File: src/rtl/turbo_len_pkg.sv
// rtl/turbo_len_pkg.sv - shared constants and types for the turbo length/enable path
package turbo_len_pkg;

   localparam int LEN_MODE0 = 128;
   localparam int LEN_MODE1 = 1088;
   localparam int LEN_MODE2 = 4160;

   // Length mode carried in link_id[5:4]
   typedef enum logic [1:0] {
      MODE_128  = 2'b00,
      MODE_1088 = 2'b01,
      MODE_4160 = 2'b10,
      MODE_CFG  = 2'b11
   } len_mode_e;

   typedef enum logic {
      IDLE = 1'b0,
      RUN  = 1'b1
   } state_e;

endpackage

File: src/rtl/turbo_len_lut.sv
// rtl/turbo_len_lut.sv - combinational link_id/cfg_len to turbo block length
module turbo_len_lut
   import turbo_len_pkg::*;
#(
   parameter int ID_W  = 6,
   parameter int LEN_W = 13
) (
   input  logic [ID_W-1:0]  link_id,
   input  logic [LEN_W-1:0] cfg_len,
   output logic [LEN_W-1:0] len
);

   // Low link_id bits select the link, not the length
   logic link_id_unused;
   assign link_id_unused = ^link_id[3:0];

   always_comb begin
      len = cfg_len;
      case (len_mode_e'(link_id[5:4]))
         MODE_128:  len = LEN_W'(LEN_MODE0);
         MODE_1088: len = LEN_W'(LEN_MODE1);
         MODE_4160: len = LEN_W'(LEN_MODE2);
         default:   len = cfg_len;
      endcase
   end

endmodule

File: src/rtl/turbo_len_mlane.sv
// rtl/turbo_len_mlane.sv - multi-lane turbo length/enable generator with one-deep pending frame
module turbo_len_mlane
   import turbo_len_pkg::*;
#(
   parameter int LANES = 16,
   parameter int ID_W  = 6,
   parameter int LEN_W = 13,
   parameter int OFF_W = 16
) (
   input  logic             clk,
   input  logic             rst,
   input  logic             din_vld,
   input  logic [ID_W-1:0]  link_id,
   input  logic [LEN_W-1:0] cfg_len,
   input  logic             request,
   output logic [LANES-1:0] enable,
   output logic [OFF_W-1:0] id_offset,
   output logic             wen,
   output logic             dout_vld,
   output logic             busy,
   output logic             ovf_err
);

   localparam int               LW       = $clog2(LANES);
   localparam logic [LEN_W-1:0] LANES_L  = LEN_W'(LANES);
   localparam logic [OFF_W-1:0] OFF_STEP = OFF_W'(LANES);

   state_e             state;
   logic [LEN_W-1:0]   rem_r;
   logic [OFF_W-1:0]   off_r;
   logic               pend_v;
   logic [LEN_W-1:0]   pend_len;
   logic [LEN_W-1:0]   lut_len;

   turbo_len_lut #(
      .ID_W  (ID_W),
      .LEN_W (LEN_W)
   ) u_lut (
      .link_id (link_id),
      .cfg_len (cfg_len),
      .len     (lut_len)
   );

   always_ff @(posedge clk) begin
      if (rst) begin
         state     <= IDLE;
         rem_r     <= '0;
         off_r     <= '0;
         pend_v    <= 1'b0;
         pend_len  <= '0;
         enable    <= '0;
         id_offset <= '0;
         wen       <= 1'b0;
         dout_vld  <= 1'b0;
         busy      <= 1'b0;
         ovf_err   <= 1'b0;
      end else begin
         wen      <= 1'b0;
         dout_vld <= 1'b0;
         case (state)
            IDLE: begin
               if (din_vld) begin
                  state <= RUN;
                  rem_r <= lut_len;
                  off_r <= '0;
                  busy  <= 1'b1;
               end
            end
            RUN: begin
               if (rem_r == '0) begin
                  // Frame complete: chain the pending frame (or a fresh descriptor) without a bubble
                  dout_vld <= 1'b1;
                  off_r    <= '0;
                  if (pend_v) begin
                     rem_r <= pend_len;
                     if (din_vld)
                        pend_len <= lut_len;
                     else
                        pend_v <= 1'b0;
                  end else if (din_vld) begin
                     rem_r <= lut_len;
                  end else begin
                     state <= IDLE;
                     busy  <= 1'b0;
                  end
               end else begin
                  if (request) begin
                     wen       <= 1'b1;
                     id_offset <= off_r;
                     enable    <= (rem_r >= LANES_L) ? {LANES{1'b1}}
                                                     : ~({LANES{1'b1}} << rem_r[LW-1:0]);
                     off_r     <= off_r + OFF_STEP;
                     rem_r     <= (rem_r > LANES_L) ? (rem_r - LANES_L) : '0;
                  end
                  if (din_vld) begin
                     if (pend_v) begin
                        ovf_err <= 1'b1;
                     end else begin
                        pend_v   <= 1'b1;
                        pend_len <= lut_len;
                     end
                  end
               end
            end
         endcase
      end
   end

endmodule

File: config.mk
export PLATFORM = sky130hd
export DESIGN_NAME = turbo_len_mlane
export DESIGN_NICKNAME = d
export VERILOG_FILES = /design/src/rtl/turbo_len_pkg.sv /design/src/rtl/turbo_len_lut.sv /design/src/rtl/turbo_len_mlane.sv
export SDC_FILE = /design/constraint.sdc
export NUM_CORES = 1
export LEC_CHECK = 0
export ABC_AREA = 1
export BUFFER_PORTS_ARGS = -buffer_cell sky130_fd_sc_hd__buf_2
export CAP_MARGIN = 20
export CORE_MARGIN = 1
export CORE_UTILIZATION = 40
export DETAILED_ROUTE_END_ITERATION = 12
export PLACE_DENSITY = 0.56
export SKIP_CTS_REPAIR_TIMING = 1
export SYNTH_ARGS = -nofsm -noshare
export SYNTH_HDL_FRONTEND = slang
export SYNTH_HIERARCHICAL = 1
export SYNTH_SLANG_ARGS = --single-unit
File: constraint.sdc
create_clock -name clk -period 3.8 [get_ports clk]
set_clock_uncertainty 0.15 [all_clocks]
set_input_delay 0.76 -clock clk [delete_from_list [all_inputs] [get_ports clk]]
set_output_delay 0.76 -clock clk [all_outputs]
set_load 0.02 [all_outputs]
# Word level (Yosys, flattened, before mapping)

Index checks and enable logic that the tools add are counted.

Bits of input ports: 23
Flip-flop bits (word level): 80
Word-level logic and storage cells: 70

Magnitude comparators: 2
Add/sub/neg operators: 2
Bitwise gates (word level): 3
Reduce and logical (&&, ||, !) cells: 11
Equality and inequality tests: 10
Shift operators: 1
Muxes and demuxes: 30

Operators by type and width:

| operator                                                       | count |
|---|---|
| two-way mux 13 bit                                             | 10 |
| two-way mux 16 bit                                             | 4 |
| case mux 13 bit (3 select lines)                               | 1 |
| case mux 16 bit (2 select lines)                               | 1 |
| case mux 13 bit (2 select lines)                               | 1 |
| adder 16 x 5 -> 16 bit, second input constant                  | 1 |
| inverter 16 bit                                                | 1 |
| << shifter 16 x 4 -> 16 bit, first input constant              | 1 |
| >= comparator 13 x 5 -> 1 bit, second input constant           | 1 |
| greater-than comparator 13 x 5 -> 1 bit, second input constant | 1 |
| logical NOT 13 bit                                             | 1 |
| subtractor 13 x 5 -> 13 bit, second input constant             | 1 |
| two-way mux 1 bit                                              | 11 |
| != test 2 bit, second input constant                           | 5 |
| AND reduction 4 bit                                            | 2 |
| AND reduction 5 bit                                            | 1 |
| != test 2 x 1 -> 1 bit, second input constant                  | 2 |
| case mux 1 bit (2 select lines)                                | 2 |
| AND reduction 2 bit                                            | 2 |
| != test 3 x 2 -> 1 bit, second input constant                  | 1 |
| AND reduction 3 bit                                            | 1 |
| OR reduction 3 bit                                             | 1 |
| == test 2 x 1 -> 1 bit, second input constant                  | 1 |
| == test 2 bit, second input constant                           | 1 |
| 4 further kinds                                                | 5 |

# Depth between registers and ports, before layout

Depth after elaboration: 6
Mapped depth: 12
Depth with buffers taken out: 12

# Modules after synthesis

Netlist, hierarchy kept.

By module, submodules not included:

| module          | times used | cells each | area each (um^2) | sequential area each (um^2) |
|---|---|---|---|---|
| turbo_len_mlane | 1          | 537        | 3787.4           | 1441.4 |
| turbo_len_lut   | 1          | 39         | 193.9            | 0.0 |

# Worst setup path before layout

OpenSTA, ideal clock, no wires.

Kind: in2reg
Start: input port din_vld
End: register off_r[14]
Stages: 8
Required time: 3530 ps
Library setup time: 120 ps
Path buffers: 2
Setup slack: 1808 ps
Data arrival time: 1722 ps
Path through: inv_1 -> buf_2 -> ha_1 -> inv_1 -> nand2_4 -> buf_6 -> nor3_1 -> a21oi_1

Cells in the longest elaborated chain, start to end: 2

Ends and longest elaborated chain:

| item                          | line                  | source |
|---|---|---|
| from (decl)                   | turbo_len_mlane.sv:12 | `input logic din_vld,` |
| != test 2 bit (no line)       | n/a                   |  |
| AND reduction 2 bit (no line) | n/a                   |  |
| to (signal assigned)          | turbo_len_mlane.sv:92 | `off_r <= off_r + OFF_STEP;` |
| to (decl)                     | turbo_len_mlane.sv:30 | `logic [OFF_W-1:0] off_r;` |

Every way passes these cells.
A chain may end at the register's enable or synchronous reset.

# Worst setup path in the final report

Start: register state
End: register pend_len[3]

Cells in the longest elaborated chain, start to end: 1

Ends and longest elaborated chain:

| item                          | line                   | source |
|---|---|---|
| from (decl)                   | turbo_len_mlane.sv:28  | `state_e state;` |
| from (signal assigned)        | turbo_len_mlane.sv:46  | `state <= IDLE;` |
| from (signal assigned)        | turbo_len_mlane.sv:63  | `state <= RUN;` |
| from (signal assigned)        | turbo_len_mlane.sv:83  | `state <= IDLE;` |
| AND reduction 5 bit (no line) | n/a                    |  |
| to (signal assigned)          | turbo_len_mlane.sv:77  | `pend_len <= lut_len;` |
| to (signal assigned)          | turbo_len_mlane.sv:100 | `pend_len <= lut_len;` |
| to (decl)                     | turbo_len_mlane.sv:32  | `logic [LEN_W-1:0] pend_len;` |

Every way passes these cells.

==> flow_summary.yaml <==
synthesis:
  synth_enable_flop_cells: 0
  synth_area_leader_cell: "dfxtp_1"
  leading_cell_types_by_total_area_after_synthesis: "dfxtp_1 36%, nand2_1 14%, a21oi_1 6.3%"
  yosysTopAreaCellShare_pct: 36.2
  netlist-cell-type-count: 34
  synth_sequential_area_ratio_pct: 36.2
  async_flop_share_pct: 0
  synth_most_common_cell: "nand2_1"
  post_synth_instance_area_mm2: 0.00398
  ys_dominant_reg_cell: "dfxtp_1"
  ys_warn_count: 6
  synth.ff_latch_count: 72
  synthesized_area_divided_by_synthesized_cell_count_um2: 6.91
  synth.cells.most_frequent: "146 x nand2_1, 72 x dfxtp_1, 50 x a21oi_1, 50 x inv_1, 50 x nor2_1"
  postSynthCellCount: 576
hold_path:
  worstHoldStart: "off_r[14]$_SDFFE_PP0P_"
  timing.hold.worst_endpoint: "off_r[14]$_SDFFE_PP0P_"
  hold-path-cell-count: 1
  worstHoldPathType: "register to register"
job:
  max_cap_violations: 0
floorplanning:
  die_h_um: 102
  core-area_mm2: 0.00973
  die_w_um: 102
  io_pins: 59
  initial_standard_cell_utilization_of_the_core_pct: 40.9
  dieArea_mm2: 0.0104
  floorplan.rows: 36
detailed_routing:
  viasPerCell: 4.87
  antenna_left: 0
  route.detailed.wl_per_inst_um: 12.5
  vias_post_dr: 3649
  detailed_routing_iteration_count_for_the_pre_antenna_repair_pass: 4
  post-route-drc-count: 0
  first_iter_violations: 158
  routed_wl_mm: 9.36
worst_setup_path:
  critPathMaxFanout: 17
  critical_path_required_ps: 3870
  critical-path-slowest-cell: "dfxtp_1"
  timing.setup.critical_path_class: "register to register"
  critical_path.reg2reg.startpoint: "state$_SDFF_PP0_"
  cp-end-kind: "register"
  worst-endpoint-arrival_ps: 2460
  dominant_delay_contributor_by_cell_family_on_the_critical_path: "simple AND/OR/NAND/NOR gates"
  cpPeakStageDelay_ps: 750
  r2r_setup_slack_ps: 1410
  timing.critical_path.cells: "nand2_1 -> nand2_4 -> nand2_4 -> nand2_1 -> a21oi_1"
  r2r_worst_path_depth: 5
  timing.critical_path.depth: 5
  worst_r2r_endpoint: "pend_len[3]$_SDFFE_PP0P_"
  crit_path_start_kind: "register"
  cp_num_buf_inv: 0
placement:
  final_wtd_congestion: 0.823
  place_inst: 733
  numPortBuffers: 50
  dpl-instance-area_mm2: 0.00423
  dp_hpwl_mm: 6.59
  post-place-ws_ps: 1360
final_layout:
  diodes: 0
  fill_cells: 1082
  instances_no_fill: 749
  post_route_cells_drive_above_1_share_pct: 18.0
  flow.area_growth_from_synthesis_pct: 12.4
  design_area_mm2: 0.00447
  finalNetCount: 644
global_routing:
  grt-ovfl-total: 0
  global_route_wire_length_before_repair_mm: 15.6
  vias_in_the_first_global_route: 3288
  antenna_found_initial: 0
  largest_net_degree_at_the_start_of_global_routing: 29
  global_route.usage.total_pct: 19.2
timing:
  layout_min_cycle_time_ps: 2390
  layout_worst_path_cycle_share_pct: 62.8
  worst_slew_margin_rel_pct: 51.9
  finalHoldViolations: 0
  clock.fmax_mhz: 419
  worst_slew_pin_slew_ps: 721
  setup_slack_ps: 1410
  finalHoldWorstSlack_ps: 304
  report.final.slew_viol_count: 0
  setup-tns-final_ps: 0
  setup_viol: 0
  unrepaired_setup_endpoints_after_global_routing: "false"
cts:
  ctsRootBufferMaster: "clkbuf_8"
  htree_levels: 3
  cts.path.max_buffers: 2
  clk_latency_ps: 350
  clkTransAtPathRegs_ps: 80
  cts_tree: "yes"
  number_of_buffers_added_by_the_clock_tree_synthesis_step: 9
  clock-sinks: 72
run_status:
  outcome: "completed"
pwr:
  cellPowerDensity_mw_per_mm2: 560
  worst_vdd_drop_mv: 0.243
  leakagePower_nw: 1.96
-- state kept, by name, summed over array words and instances, names as in the netlist --
register,count
enable,16
pend_len,13
rem_r,13
id_offset,12
off_r,12
busy,1
dout_vld,1
ovf_err,1
pend_v,1
state,1
wen,1
-- stage by stage --
| step | util [%] | total power, mW |
|---|---|---|
| after CTS | 46.0 | 2.53 |
| final | 46.0 | 2.51 |
| after detailed placement | 43.5 | 1.78 |
| after global placement | 43.5 | 1.78 |
| after global routing | 46.0 | 2.69 |
| after floorplan | - | 1.62 |
-- kinds of logic (layout without fill, tap and decap cells) --
| group | Yosys count | after routing | share of synthesized area [%] |
|---|---|---|---|
| muxes | 1 | 1 | 0.251 |
| DFF | 72 | 72 | 36.2 |
| AOI/OAI and AO/OA | 123 | 123 | 17.5 |
| xor gates and xnor gates | 3 | 3 | 0.660 |
| adders and majority gates | 10 | 10 | 3.14 |
| and+or+nand+nor | 280 | 280 | 32.0 |
| other | 1 | 4 | 0.0942 |
| buffers and inverters | 86 | 123 | 10.2 |
-- where the power goes --
| group | leakage, nW | total, mW | switching [mW] | internal (mW) |
|---|---|---|---|---|
| clock network | 0.117 | 0.743 | 0.303 | 0.440 |
| registers | 0.587 | 0.910 | 0.0718 | 0.838 |
| logic | 1.26 | 0.853 | 0.578 | 0.275 |
| total | 1.96 | 2.51 | 0.953 | 1.55 |
-- metal layers --
| layer | up-vias | routed length (um) | global-route usage [%] |
|---|---|---|---|
| met5 | - | 0 | 0 |
| met4 | 0 | 96 | 5.02 |
| met3 | 10 | 276 | 3.59 |
| met2 | 58 | 4240 | 31.5 |
| met1 | 1648 | 4750 | 25.9 |
| li1 | 1933 | - | - |
-- area by class of cell --
| class | count | area [um^2] | area share [%] |
|---|---|---|---|
| clock buffers | 10 | 128 | 2.85 |
| flip-flops and latches | 72 | 1440 | 32.2 |
| inverters | 54 | 203 | 4.53 |
| multi-input cells | 421 | 2150 | 48.0 |
| repair buffers | 53 | 273 | 6.10 |
| clock inverters | 6 | 115 | 2.57 |
| well taps | 133 | 166 | 3.72 |
-- worst max-delay path by stage --
stage / slack (ps) / start / end
6_report: 1410 / state$_SDFF_PP0_ / pend_len[3]$_SDFFE_PP0P_
5_1_grt: 1240 / state$_SDFF_PP0_ / pend_len[3]$_SDFFE_PP0P_
4_1_cts: 1370 / state$_SDFF_PP0_ / pend_len[3]$_SDFFE_PP0P_
3_5_place_dp: 1360 / state$_SDFF_PP0_ / pend_len[3]$_SDFFE_PP0P_
3_3_place_gp: 1360 / state$_SDFF_PP0_ / pend_len[2]$_SDFFE_PP0P_
2_1_floorplan: 1810 / din_vld / off_r[14]$_SDFFE_PP0P_
-- worst register-to-register path, stage by stage, from the launching register on --
cell and delay (ps):
dfxtp_1 750, nand2_1 580, nand2_4 400, nand2_4 200
nand2_1 130, a21oi_1 60
-- cell usage in the layout (no fill, tap or decap), drive strengths merged --
master	netlist	layout
a21boi	1	1
a21oi	62	62
a221oi	1	1
a31oi	1	1
buf	20	53
bufinv	0	3
clkbuf	12	10
clkinv	0	1
clkinvlp	0	1
conb	1	4
dfxtp	72	72
ha	10	10
inv	54	55
mux2i	1	1
nand2	164	164
nand3	47	47
nand4	5	5
nor2	58	58
nor3	6	6
o211ai	4	4
o21ai	51	51
o21bai	2	2
o221ai	1	1
xor2	3	3
No activity file was read; power rests on OpenSTA's default activity.
